--- config.mk ---
export PLATFORM = sky130hd
export DESIGN_NAME = fetch_unit_flat
export DESIGN_NICKNAME = d
export VERILOG_FILES = /design/src/rtl/fetch_unit_if.sv /design/src/rtl/fetch_unit.sv /design/src/flat_wrapper.sv
export SDC_FILE = /design/constraint.sdc
export NUM_CORES = 1
export LEC_CHECK = 0
export BUFFER_PORTS_ARGS = -buffer_cell sky130_fd_sc_hd__buf_2
export CAP_MARGIN = 20
export CORE_ASPECT_RATIO = 1.5
export CORE_MARGIN = 4
export CORE_UTILIZATION = 35
export DETAILED_ROUTE_END_ITERATION = 6
export PLACE_DENSITY = 0.54
export SYNTH_ARGS = -nofsm -noshare
export SYNTH_HDL_FRONTEND = slang
export SYNTH_SLANG_ARGS = --single-unit
--- constraint.sdc ---
create_clock -name clk -period 6.9 [get_ports clk]
set_clock_uncertainty 0.15 [all_clocks]
set_input_delay 1.725 -clock clk [delete_from_list [all_inputs] [get_ports clk]]
set_output_delay 1.725 -clock clk [all_outputs]
set_load 0.02 [all_outputs]
--- src/rtl/fetch_unit_if.sv ---
// Fetch-stage bus: control from decode/execute, the instruction-memory link,
// and the instruction presented to decode.
interface fetch_unit_if #(
    parameter int PC_WIDTH = 32
);
    logic                in_stall;
    logic                in_branch_taken;
    logic [PC_WIDTH-1:0] in_branch_target;
    logic                in_halt;
    logic [31:0]         in_imem_inst;
    logic [PC_WIDTH-1:0] out_imem_pc;
    logic [PC_WIDTH-1:0] out_pc;
    logic [31:0]         out_inst;
    logic                out_valid;
    logic [1:0]          out_state;
    logic [31:0]         out_fetch_count;

    modport master (
        input  in_stall, in_branch_taken, in_branch_target, in_halt, in_imem_inst,
        output out_imem_pc, out_pc, out_inst, out_valid, out_state, out_fetch_count
    );

    modport slave (
        output in_stall, in_branch_taken, in_branch_target, in_halt, in_imem_inst,
        input  out_imem_pc, out_pc, out_inst, out_valid, out_state, out_fetch_count
    );
endinterface

--- src/rtl/fetch_unit.sv ---
// Instruction-fetch stage: owns the PC, drives a registered-read instruction memory
// and presents each returned word with its PC to decode (boot, stall, branch, halt).
module fetch_unit #(
    parameter int          PC_WIDTH = 32,
    parameter int unsigned RESET_PC = 0,
    parameter int unsigned PC_STEP  = 1
) (
    input  logic         clk,
    input  logic         rst,
    fetch_unit_if.master bus
);

    typedef enum logic [1:0] {
        BOOT   = 2'd0,
        RUN    = 2'd1,
        BUBBLE = 2'd2,
        HALT   = 2'd3
    } state_t;

    state_t              state_q, state_d;
    logic [PC_WIDTH-1:0] fetch_pc_p0, fetch_pc_d;
    logic [PC_WIDTH-1:0] issued_pc_p1, issued_pc_d;
    logic                vld_p1, vld_d;
    logic                held_p1, held_d;
    logic [31:0]         inst_hold_p1, inst_hold_d;
    logic [31:0]         count_q, count_d;

    function automatic logic [PC_WIDTH-1:0] pc_inc(input logic [PC_WIDTH-1:0] pc);
        return pc + PC_WIDTH'(PC_STEP);
    endfunction

    always_ff @(posedge clk or posedge rst) begin
        if (rst) begin
            state_q      <= BOOT;
            fetch_pc_p0  <= PC_WIDTH'(RESET_PC);
            issued_pc_p1 <= PC_WIDTH'(RESET_PC);
            vld_p1       <= 1'b0;
            held_p1      <= 1'b0;
            inst_hold_p1 <= '0;
            count_q      <= '0;
        end else begin
            state_q      <= state_d;
            fetch_pc_p0  <= fetch_pc_d;
            issued_pc_p1 <= issued_pc_d;
            vld_p1       <= vld_d;
            held_p1      <= held_d;
            inst_hold_p1 <= inst_hold_d;
            count_q      <= count_d;
        end
    end

    always_comb begin
        state_d     = state_q;
        fetch_pc_d  = fetch_pc_p0;
        issued_pc_d = issued_pc_p1;
        vld_d       = vld_p1;
        held_d      = held_p1;
        inst_hold_d = inst_hold_p1;
        count_d     = count_q;
        if (state_q == HALT) begin
            state_d = HALT;
        end else if (bus.in_halt) begin
            state_d = HALT;
            vld_d   = 1'b0;
            held_d  = 1'b0;
        end else if (bus.in_branch_taken) begin
            fetch_pc_d = bus.in_branch_target;
            state_d    = BUBBLE;
            vld_d      = 1'b0;
            held_d     = 1'b0;
        end else if (bus.in_stall && vld_p1) begin
            // The memory is already reading fetch_pc (one ahead of issued_pc), so the
            // presented word is latched on the first stalled edge to keep it stable.
            if (!held_p1) begin
                held_d      = 1'b1;
                inst_hold_d = bus.in_imem_inst;
            end
        end else begin
            issued_pc_d = fetch_pc_p0;
            fetch_pc_d  = pc_inc(fetch_pc_p0);
            vld_d       = 1'b1;
            held_d      = 1'b0;
            state_d     = RUN;
            if (vld_p1) count_d = count_q + 32'd1;
        end
    end

    assign bus.out_imem_pc     = fetch_pc_p0;
    assign bus.out_pc          = issued_pc_p1;
    assign bus.out_valid       = vld_p1;
    assign bus.out_state       = state_q;
    assign bus.out_fetch_count = count_q;
    assign bus.out_inst        = !vld_p1 ? 32'd0 : (held_p1 ? inst_hold_p1 : bus.in_imem_inst);

endmodule
--- src/flat_wrapper.sv ---
// flat-port wrapper written by rule: the top's interface ports become plain ports
module fetch_unit_flat 
#(
    parameter int          PC_WIDTH = 32,
    parameter int unsigned RESET_PC = 0,
    parameter int unsigned PC_STEP  = 1
)
  (clk, rst, bus_in_stall, bus_in_branch_taken, bus_in_branch_target, bus_in_halt, bus_in_imem_inst, bus_out_imem_pc, bus_out_pc, bus_out_inst, bus_out_valid, bus_out_state, bus_out_fetch_count);
  fetch_unit_if #(.PC_WIDTH(PC_WIDTH)) bus_i ();
  input  logic clk;
  input  logic rst;
  input wire logic [$bits(bus_i.in_stall)-1:0] bus_in_stall;
  input wire logic [$bits(bus_i.in_branch_taken)-1:0] bus_in_branch_taken;
  input wire logic [$bits(bus_i.in_branch_target)-1:0] bus_in_branch_target;
  input wire logic [$bits(bus_i.in_halt)-1:0] bus_in_halt;
  input wire logic [$bits(bus_i.in_imem_inst)-1:0] bus_in_imem_inst;
  output wire logic [$bits(bus_i.out_imem_pc)-1:0] bus_out_imem_pc;
  output wire logic [$bits(bus_i.out_pc)-1:0] bus_out_pc;
  output wire logic [$bits(bus_i.out_inst)-1:0] bus_out_inst;
  output wire logic [$bits(bus_i.out_valid)-1:0] bus_out_valid;
  output wire logic [$bits(bus_i.out_state)-1:0] bus_out_state;
  output wire logic [$bits(bus_i.out_fetch_count)-1:0] bus_out_fetch_count;
  assign bus_i.in_stall = bus_in_stall;
  assign bus_i.in_branch_taken = bus_in_branch_taken;
  assign bus_i.in_branch_target = bus_in_branch_target;
  assign bus_i.in_halt = bus_in_halt;
  assign bus_i.in_imem_inst = bus_in_imem_inst;
  assign bus_out_imem_pc = bus_i.out_imem_pc;
  assign bus_out_pc = bus_i.out_pc;
  assign bus_out_inst = bus_i.out_inst;
  assign bus_out_valid = bus_i.out_valid;
  assign bus_out_state = bus_i.out_state;
  assign bus_out_fetch_count = bus_i.out_fetch_count;
  fetch_unit #(.PC_WIDTH(PC_WIDTH), .RESET_PC(RESET_PC), .PC_STEP(PC_STEP)) u_core (.clk(clk), .rst(rst), .bus(bus_i));
endmodule
# --- After elaboration in Yosys (flattened, before gate mapping) ---
# Cells that the tools add are included.
totals:
  reg_bits: 132
  in_bits: 69
  out_inout_bits: 131
  wordCells: 37
classes:
  addsub: 2
  n_eq_ne: 4
  muxes: 14
  n_bitwise: 4
  n_reduce_logical: 6
ops:
  columns: ["op", "count"]
  rows:
  - ["$mux W32", 4]
  - ["$add A32 B1 Y32 const B", 2]
  - ["$mux W2", 4]
  - ["$reduce_and A4 Y1", 2]
  - ["$mux W1", 6]
  - ["$reduce_and A5 Y1", 1]
  - ["$ne A4 B3 Y1 const B", 1]
  - ["$not A1 Y1", 4]
  - ["$ne A3 B3 Y1 const B", 1]
  - ["$reduce_and A3 Y1", 1]
  - ["$eq A2 B2 Y1 const B", 1]
  - ["$ne A2 B2 Y1 const B", 1]
  - ["$reduce_and A2 Y1", 1]
  - ["$logic_and A1 B1 Y1", 1]

# --- Depth between registers and ports, before layout ---
# Gate-level depths: netlist of the first run.
depth:
  ltp_word: 5
  mapped_depth: 8
  ltp_nobuf: 6

# --- Worst setup path before layout of the first run ---
# OpenSTA, ideal clock, no wires.
synth_timing:
  path_type: "input port to output port"
  start: "input port bus_in_imem_inst[10]"
  end: "output port bus_out_inst[10]"
  t_arrival_ns: 2.108
  t_required_ns: 5.025
  slack_ns: 2.917
  cell_stages: 2
  path_buffers: 0
  cell_sequence: "mux2i_1 nor2b_1"
synth_between:
  elab_chain_len: 2
synth_rtl:
  columns: ["element", "line", "rtl"]
  rows:
  - ["start, declared", "flat_wrapper.sv:16", "input wire logic [$bits(bus_i.in_imem_inst)-1:0] bus_in_imem_inst;"]
  - ["$mux W32 (2 in a row)", "fetch_unit.sv:93", "assign bus.out_inst = !vld_p1 ? 32'd0 : (held_p1 ? inst_hold_p1 : bus.in_imem_inst);"]
  - ["end, declared", "flat_wrapper.sv:19", "output wire logic [$bits(bus_i.out_inst)-1:0] bus_out_inst;"]
# Every way passes these cells.

# --- Final worst setup path of the first run ---
layout_timing:
  start: "input port bus_in_branch_taken"
  end: "register u_core.fetch_pc_p0[31] (netlist: u_core.bus.out_imem_pc[31])"
layout_between:
  elab_chain_len: 2
  word_cells_on_any_way: 3
  cone_classes: "1 x eq/ne; 1 x mux; 1 x reduce/logical"
layout_rtl:
  columns: ["element", "line", "rtl"]
  rows:
  - ["start, declared", "flat_wrapper.sv:13", "input wire logic [$bits(bus_i.in_branch_taken)-1:0] bus_in_branch_taken;"]
  - ["$ne A2 B2 Y1 (no source line)", null, null]
  - ["$reduce_and A3 Y1 (no source line)", null, null]
  - ["end signal, assigned", "fetch_unit.sv:35", "fetch_pc_p0 <= PC_WIDTH'(RESET_PC);"]
  - ["end signal, assigned", "fetch_unit.sv:43", "fetch_pc_p0 <= fetch_pc_d;"]
  - ["end, declared", "fetch_unit.sv:21", "logic [PC_WIDTH-1:0] fetch_pc_p0, fetch_pc_d;"]
# Several ways; a longest one is shown, not always the timed one.
# A chain may end at the register's enable or synchronous reset.

==> qor.yml, run 1 <==
status: "finished, final reports clean"
die_height_um: 176
ys_ff_latch: 132
critical_path_required_ns: 7.09
worstRegToRegCells: 5
regToRegSetupSlack_ns: 4.04
max_freq_mhz: 236
die_area_mm2: 0.0211
irDropWorstVdd_v: 0.000121
antenna_left: 0
worst_hold_path.num_cells: 1
critPathArrivalTime_ns: 4.43
place_worst_setup_slack_ns: 2.25
hold_viol_final: 0
fin_crit_ns: 4.24
min_path_type: "register to register"
antenna_found_initial: 1
worst_r2r_endpoint: "u_core.bus.out_imem_pc[31]"
tritoncts: "yes"
globalRouteOverflowTotal: 0
max_slew.worst_pin.slew_ns: 1.03
area_growth_pct: 27.1
route.detailed.wl_per_inst_um: 17.1
post-route-period-util_pct: 61.4
yosys.area.top_type: "sky130_fd_sc_hd__dfrtp_1"
ys_seq_area_share_pct: 50.1
yosysTopAreaCellShare_pct: 50.1
final.setup.tns_ns: 0
cts.reportedPaths.clkPinSlew_ns: 0.06
async_reset_ff_share_pct: 100
number_of_max_slew_violations_in_the_final_report: 0
htreeDepth: 4
power.density_mw_per_mm2: 241
initial_core_utilization_pct: 35.6
synth_cells: 609
detail_route.first_pass.iterations: 5
cp_slowest_stage_delay_ns: 1.06
most_common_library_cell_in_the_layout_ignoring_fill_and_taps: "sky130_fd_sc_hd__buf_2"
worst_slew_margin_rel_pct: 30.9
drc_markers: 0
clockBufferDepth: 2
groute.usage.overall_pct: 17.4
final-instance-count-excl-fill: 1060
yosys_cell_types: 64
grt_setup_unrepaired: "no"
cts-buffers-inserted: 17
rows: 61
cts.repair_timing.setup_buffer_count: 0
synth_top_cells_by_area: "sky130_fd_sc_hd__dfrtp_1 (50%), sky130_fd_sc_hd__mux2_2 (9.7%), sky130_fd_sc_hd__mux2i_1 (5.3%), sky130_fd_sc_hd__nor2b_1 (3.2%), sky130_fd_sc_hd__xnor2_1 (2.5%)"
drive_above_1_share_pct: 39.2
layout_setup_ws_ns: 2.66
setup_violations_final: 0
grt_first_pass_wirelength_um: 29300
critical_path.endpoint_type: "register"
place_congestion: 0.824
worst_hold_slack_ns: 0.320
diodes: 0
final_cell_mix: "sky130_fd_sc_hd__buf_2 (199), sky130_fd_sc_hd__dfrtp_1 (131), sky130_fd_sc_hd__mux2_2 (57), sky130_fd_sc_hd__nand2_1 (37), sky130_fd_sc_hd__mux2i_1 (35)"
clock_sinks: 132
syn_area_per_cell_um2: 10.8
portBuffers: 199
design.portCount: 200
postSynthNetCount: 680
max_cap_violations: 0
first_global_vias: 5648
crit-reg2reg-launch: "u_core.bus.out_valid"
postCtsResizedCells: 0
static-leakage-power_nw: 4.16
synth-warning-count: 0
critical_path.max_fanout: 52
worst_skew_pair.late_latency_ns: 0.42
critPathSlowestCell: "sky130_fd_sc_hd__clkinv_1"
pin_count_of_the_biggest_net_entering_global_routing: 74
dpl.hpwl_um: 13000
criticalPathCategory: "input port to register"
cts_hold_buf: 0
vias_per_cell: 5.16
worst_hold_startpoint: "u_core.bus.out_pc[25]"
synth_area_mm2: 0.00660
initialDrtViolationCount: 217
core_mm2: 0.0185
nNetsFinal: 866
die_w_um: 120
clk_root_buffer_cell: "sky130_fd_sc_hd__clkbuf_16"
numPlacedInstances: 1027
vias: 5472
timing.hold.worst_endpoint: "u_core.bus.out_pc[25]"
critical_path.startpoint_type: "input port"
overall_routed_net_length_um: 18200
synthFlopType: "sky130_fd_sc_hd__dfrtp_1"
synth-edff-count: 0
crit_chain: "buf_2 -> clkinv_1 -> nor2_1 -> a221oi_1 -> mux2i_1"
==> kinds of logic (layout without fill, tap and decap cells) <==
logic type,count (synthesis),after routing,synth area share [%]
simple gates,197,197,16.7
compound gates,106,106,10.3
flops,132,132,50.1
mux,96,96,15.7
fa+ha+maj,2,2,0.379
xor+xnor,31,31,4.12
buf+inv,45,244,2.69
==> through the flow <==
step                      utilization, %  total power (W)  instance area, um^2
after floorplan                        -          0.00105                 6600
after global placement              42.1          0.00116                 7800
after detailed placement            42.1          0.00117                 7800
after CTS                           45.1          0.00205                 8370
after global routing                45.2          0.00211                 8390
final                               45.2          0.00202                 8390
==> synthesized netlist by cell type (4+ instances only) <==
cell                          n
sky130_fd_sc_hd__dfrtp_1    132
sky130_fd_sc_hd__mux2_2      57
sky130_fd_sc_hd__nand2_1     38
sky130_fd_sc_hd__mux2i_1     35
sky130_fd_sc_hd__nor2b_1     34
sky130_fd_sc_hd__clkbuf_1    32
sky130_fd_sc_hd__a21oi_1     30
sky130_fd_sc_hd__nand3_1     28
sky130_fd_sc_hd__nor2_1      24
sky130_fd_sc_hd__o21ai_0     22
sky130_fd_sc_hd__xnor2_1     19
sky130_fd_sc_hd__nand4_1     15
sky130_fd_sc_hd__xor2_1      12
sky130_fd_sc_hd__nor3_1      10
sky130_fd_sc_hd__and3_1       9
sky130_fd_sc_hd__inv_1        8
sky130_fd_sc_hd__o21ai_1      7
sky130_fd_sc_hd__o22ai_1      7
sky130_fd_sc_hd__and4_1       5
sky130_fd_sc_hd__nor2_2       5
sky130_fd_sc_hd__nor4_1       5
sky130_fd_sc_hd__a211o_1      4
sky130_fd_sc_hd__a2bb2oi_1    4
sky130_fd_sc_hd__mux2_1       4
==> sequential cells by signal, summed over array words and instances (netlist names) <==
signal	cells
u_core.bus.out_valid	1
u_core.bus.out_fetch_count	32
u_core.bus.out_imem_pc	32
u_core.bus.out_pc	32
u_core.inst_hold_p1	32
u_core.bus.out_state	2
u_core.held_p1	1
==> metal layers <==
layer  vias to the layer above  share of wire, %  GRT usage (%)
met5                         -             0.072              0
li1                       2584                 -              -
met4                         2               2.3           7.07
met2                       204                51           30.5
met3                        33               7.5           5.10
met1                      2649                39           19.6
==> where the power goes <==
part,internal [W],switching [W],leakage [nW]
Clock,0.000509,0.000365,0.273
Sequential,0.000812,0.0000624,1.75
Combinational,0.000111,0.000162,2.14
==> final cells by class <==
cell class              instances  area [um^2]
fillers                      1803        10200
repair buffers                203         1030
flip-flops and latches        132         3300
clock inverters                14          129
inverters                       9         38.8
multi-input cells             432         3130
clock buffers                  18          439
well taps                     252          315
==> worst max-delay path: cells and delay by family <==
family,cells,cell delay (ns)
buffers and inverters,2,1.77
muxes,1,0.17
AOI/OAI and AO/OA,1,0.13
and+or+nand+nor,1,0.59
==> how the worst max path moves through the flow <==
stage | start | end | depth (start not counted)
after floorplan | rst | u_core.bus.out_fetch_count[0] | 1
after global placement | bus_in_branch_taken | u_core.bus.out_imem_pc[31] | 5
after detailed placement | bus_in_branch_taken | u_core.bus.out_imem_pc[31] | 5
after CTS | bus_in_branch_taken | u_core.bus.out_imem_pc[31] | 5
after global routing | bus_in_branch_taken | u_core.bus.out_imem_pc[31] | 5
final | bus_in_branch_taken | u_core.bus.out_imem_pc[31] | 5
(Power assumes the default switching activity.)
==> inputs of run 2 (changes only) <==
- clock period: 6.9 -> 4 ns (I/O delays scaled with it)
==> run 2 against run 1 <==
  * Register-to-register slack worse by 2.8 ns
  * Die area stayed put
  * Critical path depth is 2 lower
  * Largest power group is now clock
==> qor.yml, run 2 (synthesis gave the netlist of run 1 again) <==
detail_route.first_pass.iterations: 4  # was 5
portBuffers: 199  # unchanged
design.portCount: 200  # unchanged
hold_viol_final: 0  # unchanged
drive_above_1_share_pct: 39.6  # was 39.2%
number_of_max_slew_violations_in_the_final_report: 0  # unchanged
worst_hold_path.num_cells: 1  # unchanged
htreeDepth: 4  # unchanged
power.density_mw_per_mm2: 424  # was 241 mW/mm^2
overall_routed_net_length_um: 18400  # was 18200 um
critPathArrivalTime_ns: 2.01  # was 4.43 ns
route.detailed.wl_per_inst_um: 17.2  # was 17.1 um
worst_skew_pair.late_latency_ns: 0.41  # was 0.42 ns
timing.hold.worst_endpoint: "u_core.bus.out_fetch_count[31]"  # was u_core.bus.out_pc[25]
irDropWorstVdd_v: 0.000279  # was 0.000121 V
cts.reportedPaths.clkPinSlew_ns: 0.06  # about the same
gr-usage-met2_pct: 30.2  # was 30.5%
worst_r2r_endpoint: "u_core.bus.out_imem_pc[28]"  # was u_core.bus.out_imem_pc[31]
worstRegToRegCells: 6  # was 5
initial_core_utilization_pct: 35.6  # unchanged
layout_setup_ws_ns: 0.843  # was 2.66 ns
postLayoutCoreUtil_pct: 45.9  # was 45.2%
criticalPathCategory: "register to output pin"  # was input port to register
grt_first_pass_wirelength_um: 30100  # was 29300 um
cp_slowest_stage_delay_ns: 0.99  # was 1.06 ns
nFillCells: 1799  # was 1803
post-route-period-util_pct: 78.9
vias: 5510  # was 5472
die_w_um: 120  # unchanged
place_congestion: 0.890  # was 0.824
nNetsFinal: 873  # was 866
max_freq_mhz: 317
area_growth_pct: 29.0  # was 27.1%
critical_path.startpoint_type: "register"  # was input port
crit-reg2reg-launch: "u_core.bus.out_imem_pc[0]"  # was u_core.bus.out_valid
core_mm2: 0.0185  # unchanged
grt.met1_usage_pct: 21.3  # was 19.6%
final.setup.tns_ns: 0  # unchanged
cts-buffers-inserted: 17  # unchanged
drc_markers: 0  # unchanged
critical_path_required_ns: 2.85  # was 7.09 ns
fin_crit_ns: 3.16
rows: 61  # unchanged
critical_path.endpoint_type: "output pin"  # was register
tritoncts: "yes"  # unchanged
initialDrtViolationCount: 266  # was 217
cts_hold_buf: 0  # unchanged
critPathSlowestCell: "sky130_fd_sc_hd__dfrtp_2"  # was sky130_fd_sc_hd__clkinv_1
worst_hold_startpoint: "u_core.bus.out_fetch_count[31]"  # was u_core.bus.out_pc[25]
clock_sinks: 132  # unchanged
globalRouteOverflowTotal: 0  # unchanged
first_global_vias: 5787  # was 5648
vias_per_cell: 5.16  # about the same
postCtsResizedCells: 0  # unchanged
final_cell_mix: "sky130_fd_sc_hd__buf_2 (199), sky130_fd_sc_hd__dfrtp_1 (131), sky130_fd_sc_hd__mux2_2 (57), sky130_fd_sc_hd__nand2_1 (37), sky130_fd_sc_hd__mux2i_1 (35)"  # unchanged
cts.repair_timing.setup_buffer_count: 0  # unchanged
p_sw_w: 0.000970  # was 0.000589 W
clk_root_buffer_cell: "sky130_fd_sc_hd__clkbuf_16"  # unchanged
clockBufferDepth: 2  # unchanged
diodes: 0  # unchanged
worst_slew_margin_rel_pct: 32.5  # was 30.9%
antenna_found_initial: 0  # was 1
grt_setup_unrepaired: "no"  # unchanged
crit_chain: "mux2i_1 -> nor2b_1 -> buf_2"  # was buf_2 -> clkinv_1 -> nor2_1 -> a221oi_1 -> mux2i_1
groute.usage.overall_pct: 17.7  # was 17.4%
die_height_um: 176  # unchanged
grt.met3_usage_pct: 4.84  # was 5.10%
pin_count_of_the_biggest_net_entering_global_routing: 54  # was 74
critical_path.max_fanout: 34  # was 52
die_area_mm2: 0.0211  # unchanged
power_frac_comb_pct: 13.8  # was 13.5%
dpl.hpwl_um: 13400  # was 13000 um
most_common_library_cell_in_the_layout_ignoring_fill_and_taps: "sky130_fd_sc_hd__buf_2"  # unchanged
status: "finished, final reports clean"  # unchanged
place_worst_setup_slack_ns: 0.931  # was 2.25 ns
max_cap_violations: 0  # unchanged
antenna_left: 0  # unchanged
regToRegSetupSlack_ns: 1.20  # was 4.04 ns
setup_violations_final: 0  # unchanged
power.share.switching_pct: 26.9  # was 29.2%
min_path_type: "register to register"  # unchanged
cellInternalPower_w: 0.00263  # was 0.00143 W
proportion_of_power_drawn_by_the_clock_network_pct: 44.8  # was 43.2%
globalRoute.busiestLayer: "met2"  # unchanged
power.sequential.fraction_pct: 41.4  # was 43.3%
static-leakage-power_nw: 4.23  # was 4.16 nW
max_slew.worst_pin.slew_ns: 1.00  # was 1.03 ns
[run 2: stage by stage]
step           hold WS (ns)  instances  total power, W  area (um^2)
2_1_floorplan         0.308        609         0.00181         6600
3_3_place_gp          0.312       1034         0.00201         7880
3_5_place_dp          0.319       1034         0.00202         7880
4_1_cts               0.328       1066         0.00366         8500
5_1_grt               0.356       1067         0.00377         8510
6_report              0.322       1067         0.00360         8510
[run 2: worst max-delay path by stage]
stage | from | cells past startpoint | to | slack (ns)
global route | u_core.held_p1 | 3 | bus_out_inst[28] | 0.72
detailed placement | bus_in_branch_taken | 5 | u_core.bus.out_pc[5] | 0.93
finish | u_core.held_p1 | 3 | bus_out_inst[24] | 0.84
CTS | u_core.held_p1 | 3 | bus_out_inst[24] | 0.80
global placement | bus_in_branch_taken | 5 | u_core.bus.out_pc[2] | 0.99
floorplan | bus_in_branch_taken | 5 | u_core.inst_hold_p1[19] | 1.20
[run 2: per-layer routing]
metal,part of all wire (%),vias up
met1,41,2711
li1,-,2601
met4,1.9,0
met3,5.6,18
met5,0,-
met2,51,180
[run 2: cell type report]
class	count	area (um^2)	share of cell area [%]
Multi-Input combinational cell	432	3130	36.7
Clock buffer	21	470	5.53
Clock inverter	11	151	1.78
Inverter	9	37.5	0.441
Sequential cell	132	3300	38.8
Timing Repair Buffer	210	1100	12.9
Tap cell	252	315	3.71
[run 2: power groups by stage]
stage | Combinational, W | Clock, W | Sequential (W)
after floorplan | 0.000261 | 0 | 0.00155
after global placement | 0.000499 | 0 | 0.00151
after detailed placement | 0.000503 | 0 | 0.00152
after CTS | 0.000504 | 0.00166 | 0.00149
after global routing | 0.000542 | 0.00172 | 0.00151
final | 0.000495 | 0.00161 | 0.00149
[run 2: critical path, delay by kind of cell, from the launching register on]
kind,cells,cell delay (ns)
mux,1,0.17
flops,1,0.99
buf+inv,1,0.20
simple gates,1,0.22
==> inputs of run 3 (changes only) <==
- clock period: 4 -> 3.1 ns (I/O delays scaled with it)
==> run 3 against run 2 <==
  * Register-to-register slack worse by 0.47 ns
  * Non-clock buffer count rose by 7
  * First-iteration DRC count fell by 4.1%
  * Setup slack got worse by 0.63 ns
  * Cell count is 0.66% higher
  * Clock-buffer cell count rose by 1
==> qor.yml, run 3 (synthesis gave the netlist of run 1 again) <==
dpl.hpwl_um: 13500  # was 13400 um
worst_hold_path.num_cells: 1  # unchanged
rows: 61  # unchanged
layout.cell_area.non_filler_mm2: 0.00859  # was 0.00851 mm^2
worstRegToRegCells: 7  # was 6
final.setup.tns_ns: 0  # unchanged
critical_path.endpoint_type: "output pin"  # unchanged
clock_sinks: 132  # unchanged
die_height_um: 176  # unchanged
postCtsResizedCells: 0  # unchanged
portBuffers: 199  # unchanged
antenna_left: 0  # unchanged
crit_chain: "mux2i_1 -> nor2b_1 -> buf_2"  # unchanged
power.density_mw_per_mm2: 544  # was 424 mW/mm^2
final_cell_mix: "sky130_fd_sc_hd__buf_2 (199), sky130_fd_sc_hd__dfrtp_1 (131), sky130_fd_sc_hd__mux2_2 (57), sky130_fd_sc_hd__nand2_1 (37), sky130_fd_sc_hd__mux2i_1 (35)"  # unchanged
critical_path.max_fanout: 33  # was 34
area_growth_pct: 30.3  # was 29.0%
min_path_type: "register to register"  # unchanged
max_slew.worst_pin.slew_ns: 0.953  # was 1.00 ns
initial_core_utilization_pct: 35.6  # unchanged
diodes: 0  # unchanged
layout.area.seq_mm2: 0.00330  # unchanged
worst_hold_slack_ns: 0.322  # about the same
design.portCount: 200  # unchanged
cts-buffers-inserted: 17  # unchanged
pin_count_of_the_biggest_net_entering_global_routing: 45  # was 54
layout_setup_ws_ns: 0.218  # was 0.843 ns
vias: 5513  # was 5510
critical_path_required_ns: 2.17  # was 2.85 ns
place_worst_setup_slack_ns: 0.362  # was 0.931 ns
drc_markers: 0  # unchanged
status: "finished, final reports clean"  # unchanged
detail_route.first_pass.iterations: 4  # unchanged
post-route-period-util_pct: 93.0
route.detailed.wl_per_inst_um: 17.0  # was 17.2 um
irDropWorstVdd_v: 0.000261  # was 0.000279 V
drive_above_1_share_pct: 40.1  # was 39.6%
nFillCells: 1793  # was 1799
cts_hold_buf: 0  # unchanged
place_congestion: 0.876  # was 0.890
antenna_found_initial: 0  # unchanged
globalRouteOverflowTotal: 0  # unchanged
vias_per_cell: 5.13  # was 5.16
static-leakage-power_nw: 4.27  # was 4.23 nW
worst_skew_pair.late_latency_ns: 0.41  # about the same
hold_viol_final: 0  # unchanged
die_w_um: 120  # unchanged
postPlaceCellArea_mm2: 0.00796  # was 0.00788 mm^2
cts.reportedPaths.clkPinSlew_ns: 0.06  # about the same
clk_root_buffer_cell: "sky130_fd_sc_hd__clkbuf_16"  # unchanged
tritoncts: "yes"  # unchanged
multi_input_area_mm2: 0.00313  # unchanged
most_common_library_cell_in_the_layout_ignoring_fill_and_taps: "sky130_fd_sc_hd__buf_2"  # unchanged
overall_routed_net_length_um: 18300  # was 18400 um
core_mm2: 0.0185  # unchanged
number_of_max_slew_violations_in_the_final_report: 0  # unchanged
max_cap_violations: 0  # unchanged
die_area_mm2: 0.0211  # unchanged
clockBufferDepth: 2  # unchanged
grt_first_pass_wirelength_um: 29200  # was 30100 um
setup_violations_final: 0  # unchanged
max_freq_mhz: 347
initialDrtViolationCount: 255  # was 266
groute.usage.overall_pct: 17.3  # was 17.7%
critical_path.startpoint_type: "register"  # unchanged
worst_slew_margin_rel_pct: 36.4  # was 32.5%
cts.repair_timing.setup_buffer_count: 0  # unchanged
critPathArrivalTime_ns: 1.96  # was 2.01 ns
first_global_vias: 5709  # was 5787
htreeDepth: 4  # unchanged
grt_setup_unrepaired: "no"  # unchanged
fin_crit_ns: 2.88
cp_slowest_stage_delay_ns: 0.98  # was 0.99 ns
critPathSlowestCell: "sky130_fd_sc_hd__dfrtp_2"  # unchanged
nNetsFinal: 880  # was 873
criticalPathCategory: "register to output pin"  # unchanged
[run 3: cell count changes in the layout (fill, tap and decap cells not counted), sizes merged]
cell,delta
inv,+1
clkinv,-2
buf,+8
[run 3: final timing paths]
path | startpoint | to | slack [ns]
max in group asynchronous | rst | u_core.bus.out_fetch_count[15] | 1.80
worst max register to register | u_core.bus.out_imem_pc[0] | u_core.bus.out_imem_pc[30] | 0.73
worst min-delay path | u_core.bus.out_fetch_count[31] | u_core.bus.out_fetch_count[31] | 0.32
min in group asynchronous | rst | u_core.inst_hold_p1[7] | 0.35
worst min register to register | u_core.bus.out_fetch_count[31] | u_core.bus.out_fetch_count[31] | 0.32
worst max-delay path | u_core.held_p1 | bus_out_inst[28] | 0.22
[run 3: final cells by class]
class,instances,area share [%]
clock buffer,22,5.63
inverter,9,0.437
multi-input combinational,432,36.4
tap,252,3.67
clock inverter,10,1.70
timing repair buffer,217,13.7
sequential,132,38.4
[run 3: routing by layer]
| layer | GRT usage [%] | wire length [um] |
|---|---|---|
| met5 | 0 | 0 |
| met4 | 6.88 | 298 |
| met3 | 5.13 | 1100 |
| met2 | 30.6 | 9720 |
| met1 | 19.3 | 7170 |
[run 3: metrics by stage]
stage | std cells | total power (W) | util, %
final | 1074 | 0.00468 | 46.3
after floorplan | 609 | 0.00234 | -
after global placement | 1042 | 0.00260 | 42.9
after CTS | 1074 | 0.00476 | 46.3
after global routing | 1074 | 0.00489 | 46.3
after detailed placement | 1042 | 0.00261 | 42.9
[run 3: power breakdown]
| group | switching (W) | internal (W) | leakage, nW | total, W |
|---|---|---|---|---|
| combinational | 0.000384 | 0.000259 | 2.22 | 0.000643 |
| sequential | 0.000118 | 0.00181 | 1.75 | 0.00193 |
| clock | 0.000751 | 0.00136 | 0.307 | 0.00211 |
| total | 0.00125 | 0.00343 | 4.27 | 0.00468 |
[run 3: critical path: cells and delay by family, from the launching register on]
kind / cells / cell delay (ns)
AND/OR/NAND/NOR: 1 / 0.19
buffers and inverters: 1 / 0.19
flip-flops: 1 / 0.98
multiplexers: 1 / 0.16
